**src/rtl/matmul_pkg.sv**
```systemverilog
// Shared definitions for the 2x2 matrix-multiply sequencer.
// Holds the FSM state encoding, step count, default operand width,
// the C-element width derivation and (r,c) packing helpers.
package matmul_pkg;

  typedef enum logic [1:0] {
    IDLE = 2'd0,
    MAC  = 2'd1,
    DONE = 2'd2
  } state_e;

  localparam int STEPS     = 8;
  localparam int WIDTH_DEF = 8;

  // Two products of WIDTH-bit operands summed need one extra bit.
  function automatic int calc_acc_w(input int w);
    return 2 * w + 1;
  endfunction

  // Element (r,c) of a packed 2x2 matrix sits at slot 2r+c.
  localparam int unsigned IDX_00 = 0;
  localparam int unsigned IDX_01 = 1;
  localparam int unsigned IDX_10 = 2;
  localparam int unsigned IDX_11 = 3;

  function automatic int unsigned elem_idx(input int unsigned r, input int unsigned c);
    return 2 * r + c;
  endfunction

endpackage

```
**src/rtl/matmul_seq_ctrl_if.sv**
```systemverilog
// Start/busy/done handshake and matrix buses for matmul_seq_ctrl.
//   start  : request, sampled only while the sequencer is idle
//   a_flat : A elements, (r,c) at [WIDTH*(2r+c) +: WIDTH]
//   b_flat : B elements, same packing
//   busy   : high while a multiply is in progress
//   done   : one-cycle pulse when c_flat holds a new result
//   c_flat : C elements, (r,c) at [ACC_W*(2r+c) +: ACC_W]
// Modports: master (front end), slave (sequencer).
interface matmul_seq_ctrl_if
  import matmul_pkg::*;
#(
  parameter int WIDTH = WIDTH_DEF
);
  localparam int ACC_W = calc_acc_w(WIDTH);

  logic                 start;
  logic [4*WIDTH-1:0]   a_flat;
  logic [4*WIDTH-1:0]   b_flat;
  logic                 busy;
  logic                 done;
  logic [4*ACC_W-1:0]   c_flat;

  modport master (
    output start, a_flat, b_flat,
    input  busy, done, c_flat
  );

  modport slave (
    input  start, a_flat, b_flat,
    output busy, done, c_flat
  );

endinterface

```
**src/rtl/matmul_mac.sv**
```systemverilog
// Combinational multiply-accumulate: sum_o = addend_i + a_i * b_i.
//   a_i, b_i : WIDTH-bit operands
//   addend_i : ACC_W-bit running sum
//   sum_o    : ACC_W-bit result
// Build option MATMUL_SIGNED_EN: operands are two's complement and are
// sign-extended; otherwise they are zero-extended (unsigned).
module matmul_mac
  import matmul_pkg::*;
#(
  parameter int WIDTH = WIDTH_DEF
) (
  input  logic [WIDTH-1:0]                 a_i,
  input  logic [WIDTH-1:0]                 b_i,
  input  logic [calc_acc_w(WIDTH)-1:0]     addend_i,
  output logic [calc_acc_w(WIDTH)-1:0]     sum_o
);
  localparam int ACC_W = calc_acc_w(WIDTH);

  logic [ACC_W-1:0] a_ext;
  logic [ACC_W-1:0] b_ext;
  logic [ACC_W-1:0] product;

`ifdef MATMUL_SIGNED_EN
  assign a_ext = {{(ACC_W-WIDTH){a_i[WIDTH-1]}}, a_i};
  assign b_ext = {{(ACC_W-WIDTH){b_i[WIDTH-1]}}, b_i};
  // Low ACC_W bits of a modular product equal the signed product bits.
  assign product = $signed(a_ext) * $signed(b_ext);
`else
  assign a_ext = {{(ACC_W-WIDTH){1'b0}}, a_i};
  assign b_ext = {{(ACC_W-WIDTH){1'b0}}, b_i};
  assign product = a_ext * b_ext;
`endif

  assign sum_o = addend_i + product;

endmodule

```
**src/rtl/matmul_seq_ctrl.sv**
```systemverilog
// 2x2 matrix multiply sequencer: C = A x B using one shared MAC over
// 8 steps, then commits all four C elements at once.
//   clk   : rising-edge clock
//   rst_n : asynchronous active-low reset
//   bus   : matmul_seq_ctrl_if.slave (start/a_flat/b_flat in,
//           busy/done/c_flat out, all outputs registered)
// Build option MATMUL_SIGNED_EN selects two's complement arithmetic.
module matmul_seq_ctrl
  import matmul_pkg::*;
#(
  parameter int WIDTH = WIDTH_DEF
) (
  input  logic               clk,
  input  logic               rst_n,
  matmul_seq_ctrl_if.slave   bus
);
  localparam int ACC_W = calc_acc_w(WIDTH);

  state_e                    state_q, state_d;
  logic [2:0]                step_q, step_d;
  logic [4*WIDTH-1:0]        a_q, a_d;
  logic [4*WIDTH-1:0]        b_q, b_d;
  logic [ACC_W-1:0]          acc_q, acc_d;
  logic [3:0][ACC_W-1:0]     shadow_q, shadow_d;
  logic [4*ACC_W-1:0]        c_q, c_d;
  logic                      busy_q, busy_d;
  logic                      done_q, done_d;

  // Step k: e = k>>1 -> (r,c) = (k[2],k[1]); t = k[0].
  // A[r][t] slot = {k[2],k[0]}, B[t][c] slot = {k[0],k[1]}.
  logic [1:0]                a_idx, b_idx;
  logic [WIDTH-1:0]          a_op, b_op;
  logic [ACC_W-1:0]          mac_add, mac_sum;

  assign a_idx   = {step_q[2], step_q[0]};
  assign b_idx   = {step_q[0], step_q[1]};
  assign a_op    = a_q[WIDTH*int'(a_idx) +: WIDTH];
  assign b_op    = b_q[WIDTH*int'(b_idx) +: WIDTH];
  assign mac_add = step_q[0] ? acc_q : '0;

  matmul_mac #(.WIDTH(WIDTH)) u_mac (
    .a_i      (a_op),
    .b_i      (b_op),
    .addend_i (mac_add),
    .sum_o    (mac_sum)
  );

  always_ff @(posedge clk or negedge rst_n) begin
    if (!rst_n) begin
      state_q  <= IDLE;
      step_q   <= '0;
      a_q      <= '0;
      b_q      <= '0;
      acc_q    <= '0;
      shadow_q <= '0;
      c_q      <= '0;
      busy_q   <= 1'b0;
      done_q   <= 1'b0;
    end else begin
      state_q  <= state_d;
      step_q   <= step_d;
      a_q      <= a_d;
      b_q      <= b_d;
      acc_q    <= acc_d;
      shadow_q <= shadow_d;
      c_q      <= c_d;
      busy_q   <= busy_d;
      done_q   <= done_d;
    end
  end

  always_comb begin
    state_d  = state_q;
    step_d   = step_q;
    a_d      = a_q;
    b_d      = b_q;
    acc_d    = acc_q;
    shadow_d = shadow_q;
    c_d      = c_q;
    busy_d   = busy_q;
    done_d   = 1'b0;

    unique case (state_q)
      IDLE: begin
        if (bus.start) begin
          a_d     = bus.a_flat;
          b_d     = bus.b_flat;
          step_d  = '0;
          busy_d  = 1'b1;
          state_d = MAC;
        end
      end
      MAC: begin
        if (!step_q[0]) begin
          acc_d = mac_sum;
        end else begin
          shadow_d[step_q[2:1]] = mac_sum;
        end
        step_d = step_q + 3'd1;
        if (step_q == 3'(STEPS - 1)) begin
          state_d = DONE;
        end
      end
      DONE: begin
        // Commit all four elements together so c_flat never shows partials.
        c_d     = shadow_q;
        done_d  = 1'b1;
        busy_d  = 1'b0;
        state_d = IDLE;
      end
      default: begin
        state_d = IDLE;
        busy_d  = 1'b0;
      end
    endcase
  end

  assign bus.busy   = busy_q;
  assign bus.done   = done_q;
  assign bus.c_flat = c_q;

endmodule

```
**src/flat_wrapper.sv**
```systemverilog
// flat-port wrapper written by rule: the top's interface ports become plain ports
module matmul_seq_ctrl_flat import matmul_pkg::*;
#(
  parameter int WIDTH = WIDTH_DEF
)
  (clk, rst_n, bus_start, bus_a_flat, bus_b_flat, bus_busy, bus_done, bus_c_flat);
  matmul_seq_ctrl_if #(.WIDTH(WIDTH)) bus_i ();
  input  logic clk;
  input  logic rst_n;
  input wire logic [$bits(bus_i.start)-1:0] bus_start;
  input wire logic [$bits(bus_i.a_flat)-1:0] bus_a_flat;
  input wire logic [$bits(bus_i.b_flat)-1:0] bus_b_flat;
  output wire logic [$bits(bus_i.busy)-1:0] bus_busy;
  output wire logic [$bits(bus_i.done)-1:0] bus_done;
  output wire logic [$bits(bus_i.c_flat)-1:0] bus_c_flat;
  assign bus_i.start = bus_start;
  assign bus_i.a_flat = bus_a_flat;
  assign bus_i.b_flat = bus_b_flat;
  assign bus_busy = bus_i.busy;
  assign bus_done = bus_i.done;
  assign bus_c_flat = bus_i.c_flat;
  matmul_seq_ctrl #(.WIDTH(WIDTH)) u_core (.clk(clk), .rst_n(rst_n), .bus(bus_i));
endmodule
```
**config.mk**
```make
export PLATFORM = sky130hd
export DESIGN_NAME = matmul_seq_ctrl_flat
export DESIGN_NICKNAME = d
export VERILOG_FILES = /design/src/rtl/matmul_pkg.sv /design/src/rtl/matmul_seq_ctrl_if.sv /design/src/rtl/matmul_mac.sv /design/src/rtl/matmul_seq_ctrl.sv /design/src/flat_wrapper.sv
export SDC_FILE = /design/constraint.sdc
export NUM_CORES = 1
export LEC_CHECK = 0
export ABC_AREA = 1
export BUFFER_PORTS_ARGS = -buffer_cell sky130_fd_sc_hd__buf_4
export CAP_MARGIN = 10
export CORE_UTILIZATION = 60
export CTS_CLUSTER_SIZE = 12
export DETAILED_ROUTE_END_ITERATION = 12
export PLACE_DENSITY = 0.8
export SYNTH_ARGS = -nofsm -noshare
export SYNTH_HDL_FRONTEND = slang
export SYNTH_SLANG_ARGS = --single-unit
```
**constraint.sdc**
```tcl
create_clock -name clk -period 13.6 [get_ports clk]
set_clock_uncertainty 0.05 [all_clocks]
set_input_delay 4.08 -clock clk [delete_from_list [all_inputs] [get_ports clk]]
set_output_delay 4.08 -clock clk [all_outputs]
set_load 0.01 [all_outputs]
```
==> metrics.csv <==
stage,metric,value,unit
global_route,number of global-route vias before repair,9239,
detailed_routing,number of routed nets with antenna violations,0,
floorplan,core area,0.01959,mm2
finish,area grow syn2layout,15.79,%
timing,RSZ-0062 raised after global routing,false,
logic_synthesis,Post-Synth Adder-Cell Area,11.74,%
run_status,status,"complete, no violations",
finish,layout cell share with drive strength beyond 1,17.81,%
detailed_routing,initial DRC count,396,
detailed_routing,Routed wire per std cell,15.34,um
worst_setup_path,critical path endpoint category,register,
logic_synthesis,Synth Cell Area,0.01207,mm2
timing,fin crit period,6547,ps
place,Post-DP HPWL,19.90,mm
logic_synthesis,Async SR Flop Fraction,100.0,%
worst_setup_path,CP required,13960,ps
place,Port Buffers,136,
clock_tree,Clock Pin Slew Worst Setup and Hold Paths,60,ps
global_route,initial antenna violation count,0,
logic_synthesis,leading area contributor after synthesis,dfrtp_1,
timing,Rel. slew slack,36.22,%
logic_synthesis,Synth area leaders,"dfrtp_1 46%, nand2_1 16%, fa_1 6.1%",
global_route,gr ovfl total,0,
logic_synthesis,post-synthesis xor/xnor area fraction,1.234,%
finish,Layout Nets,1658,
worst_hold_path,hold_sp,u_core.bus.c_flat[4],
logic_synthesis,"count leader, synth",nand2_1,
global_route,GRT Total Usage,27.81,%
logic_synthesis,Synth top cells by count,"505 x nand2_1, 224 x dfrtp_1, 146 x inv_1, 70 x nor2_1, 64 x mux2_2",
logic_synthesis,Syn Area/Cell,8.771,um2
global_route,global-route wire length before repair,45.05,mm
logic_synthesis,yosys warns,0,
logic_synthesis,synthesis-stage register bit count,224,
worst_setup_path,Worst Path Buf+Inv,6,
clock_tree,post-CTS setup buffers,0,
detailed_routing,Vias,9358,
timing,Fmax,152.7,MHz
floorplan,Die Y,143.8,um
timing,"Slew Viols, Final",0,
logic_synthesis,syn_nets,1534,
finish,number of diodes,0,
timing,transition at the pin with the smallest max-transition slack,956.7,ps
floorplan,chip width,143.8,um
worst_setup_path,max incr delay on CP,690,ps
clock_tree,H-tree Lvls,1,
place,gp weighted congestion,0.8774,
clock_tree,CTS tree,built,
worst_setup_path,Worst EP arrival,6910,ps
timing,final setup fails,0,
logic_synthesis,Yosys top cell area share,46.44,%
detailed_routing,DRT Pass-1 Iters,7,
timing,crit share post-route,48.14,%
clock_tree,Root Buffer Master,clkbuf_16,
logic_synthesis,Post-Synthesis Cells,1376,
clock_tree,maximum clock path buffer count,3,
logic_synthesis,Post-synth EDFFs,0,
worst_setup_path,worst flop-to-flop path startpoint,u_core.step_q[1],
clock_tree,CTS Sinks,224,
clock_tree,"Clk Latency, worst-skew pair",520,ps
timing,tightest hold margin,419.7,ps
logic_synthesis,mux share of post-synthesis cell area,5.971,%
timing,final hold violations,0,
worst_setup_path,Startpoint Class,register,
worst_hold_path,WHS Endpoint,u_core.bus.c_flat[4],
worst_setup_path,r2r setup slk,7050,ps
global_route,largest net degree at the start of global routing,81,
floorplan,IO Pins,137,
run,max_cap viols,0,
logic_synthesis,Cell variety after synth,32,
timing,post-route setup TNS,0,ps
clock_tree,# hold bufs at CTS,0,
worst_hold_path,Hold Path Stages,2,
floorplan,die area,0.02069,mm2
detailed_routing,Post-route DRC,0,
logic_synthesis,Synth Flop Type,dfrtp_1,
detailed_routing,Via density,5.272,
worst_setup_path,worst r2r path cells,26,
logic_synthesis,register area share after synthesis,46.44,%
floorplan,FP Rows,51,
worst_setup_path,CP Max Fanout,20,
worst_setup_path,Critical-path top delay cell,dfrtp_1,
worst_setup_path,RR Endpoint,u_core.shadow_q[47],
clock_tree,post-CTS sizing,0,
floorplan,Initial Utilization,61.61,%
logic_synthesis,simple-gate share of the synthesized area,21.80,%
logic_synthesis,post-synthesis compound-gate area fraction,5.401,%
worst_setup_path,Setup CP Type,reg -> reg,
clock_tree,Inserted Clock Buffers,24,
worst_setup_path,"delay-heaviest family, CP",adder cells,
worst_hold_path,Worst Hold Class,reg -> reg,
logic_synthesis,largest family of logic cells by synthesized area,simple AND/OR/NAND/NOR gates,
detailed_routing,DRT Wirelength,27.23,mm
-- routing by layer --
layer  vias to the layer above  wire (um)  GRT usage, %
met2                       291      13530         48.08
met1                      4443      11540         36.06
li1                       4569          -             -
met4                         0        693         8.343
met5                         -          0             0
met3                        55       1472         4.199
-- worst max-delay path by stage --
stage	start	end	slack, ps	cells past startpoint
finish	u_core.step_q[1]	u_core.shadow_q[47]	7050	26
global route	u_core.step_q[1]	u_core.shadow_q[49]	6520	25
CTS	u_core.step_q[1]	u_core.shadow_q[49]	7100	26
detailed placement	rst_n	u_core.a_q[15]	7120	3
global placement	rst_n	u_core.a_q[3]	7140	3
floorplan	u_core.step_q[1]	u_core.acc_q[14]	8080	28
-- worst register-to-register path, delay by kind of cell, from the launching register on --
family / cells / cell delay, ps
simple gates: 9 / 1190
xor+xnor: 1 / 170
compound gates: 4 / 770
flops: 1 / 690
buf+inv: 6 / 800
fa+ha+maj: 6 / 2760
-- layout make-up --
type                            count  area [um2]
Clock inverter                      5       67.56
Sequential cell                   224        5605
Inverter                          164       623.1
Multi-Input combinational cell    941        5582
Fill cell                        1523        5615
Tap cell                          265       331.6
Timing Repair Buffer              145        1109
Clock buffer                       31       656.9
-- logic make-up (layout without fill, tap and decap cells) --
kind of cell,Yosys count,after routing
flip-flops,224,224
XOR/XNOR,17,17
AO/OA/AOI/OAI,114,114
AND/OR/NAND/NOR,655,655
multiplexers,64,64
adder cells (fa/ha/maj),91,91
buffers and inverters,211,345
-- registers in the layout (all words and copies together), names as in the netlist --
name	cells
u_core.acc_q	17
u_core.a_q	32
u_core.b_q	32
u_core.bus.done	1
u_core.shadow_q	68
u_core.bus.c_flat	68
u_core.bus.busy	1
u_core.state_q	2
u_core.step_q	3
-- metrics by stage --
stage	cells	util, %	setup WS, ps	area, um2
after floorplan	1376	-	8079	12070
after global placement	1738	67.54	7137	13230
after detailed placement	1738	67.54	7122	13230
after CTS	1774	71.23	7095	13950
after global routing	1775	71.34	6515	13970
final	1775	71.34	7053	13970
-- cells in the final DEF, fill, tap and decap left out, drive strengths merged --
cell type,count
nand2,506
dfrtp,224
inv,164
buf,145
nor2,71
mux2,64
o21ai,61
nand3,60
ha,54
fa,37
a21oi,34
clkbuf,31
a32oi,16
xor2,10
nor3,10
xnor2,7
nand3b,4
clkinv,3
o21bai,2
or2,2
and2,2
a31oi,1
bufinv,1
clkinvlp,1
Power is not shown: default switching activity piles up to over one toggle a cycle in this logic, so the estimate is an artifact.
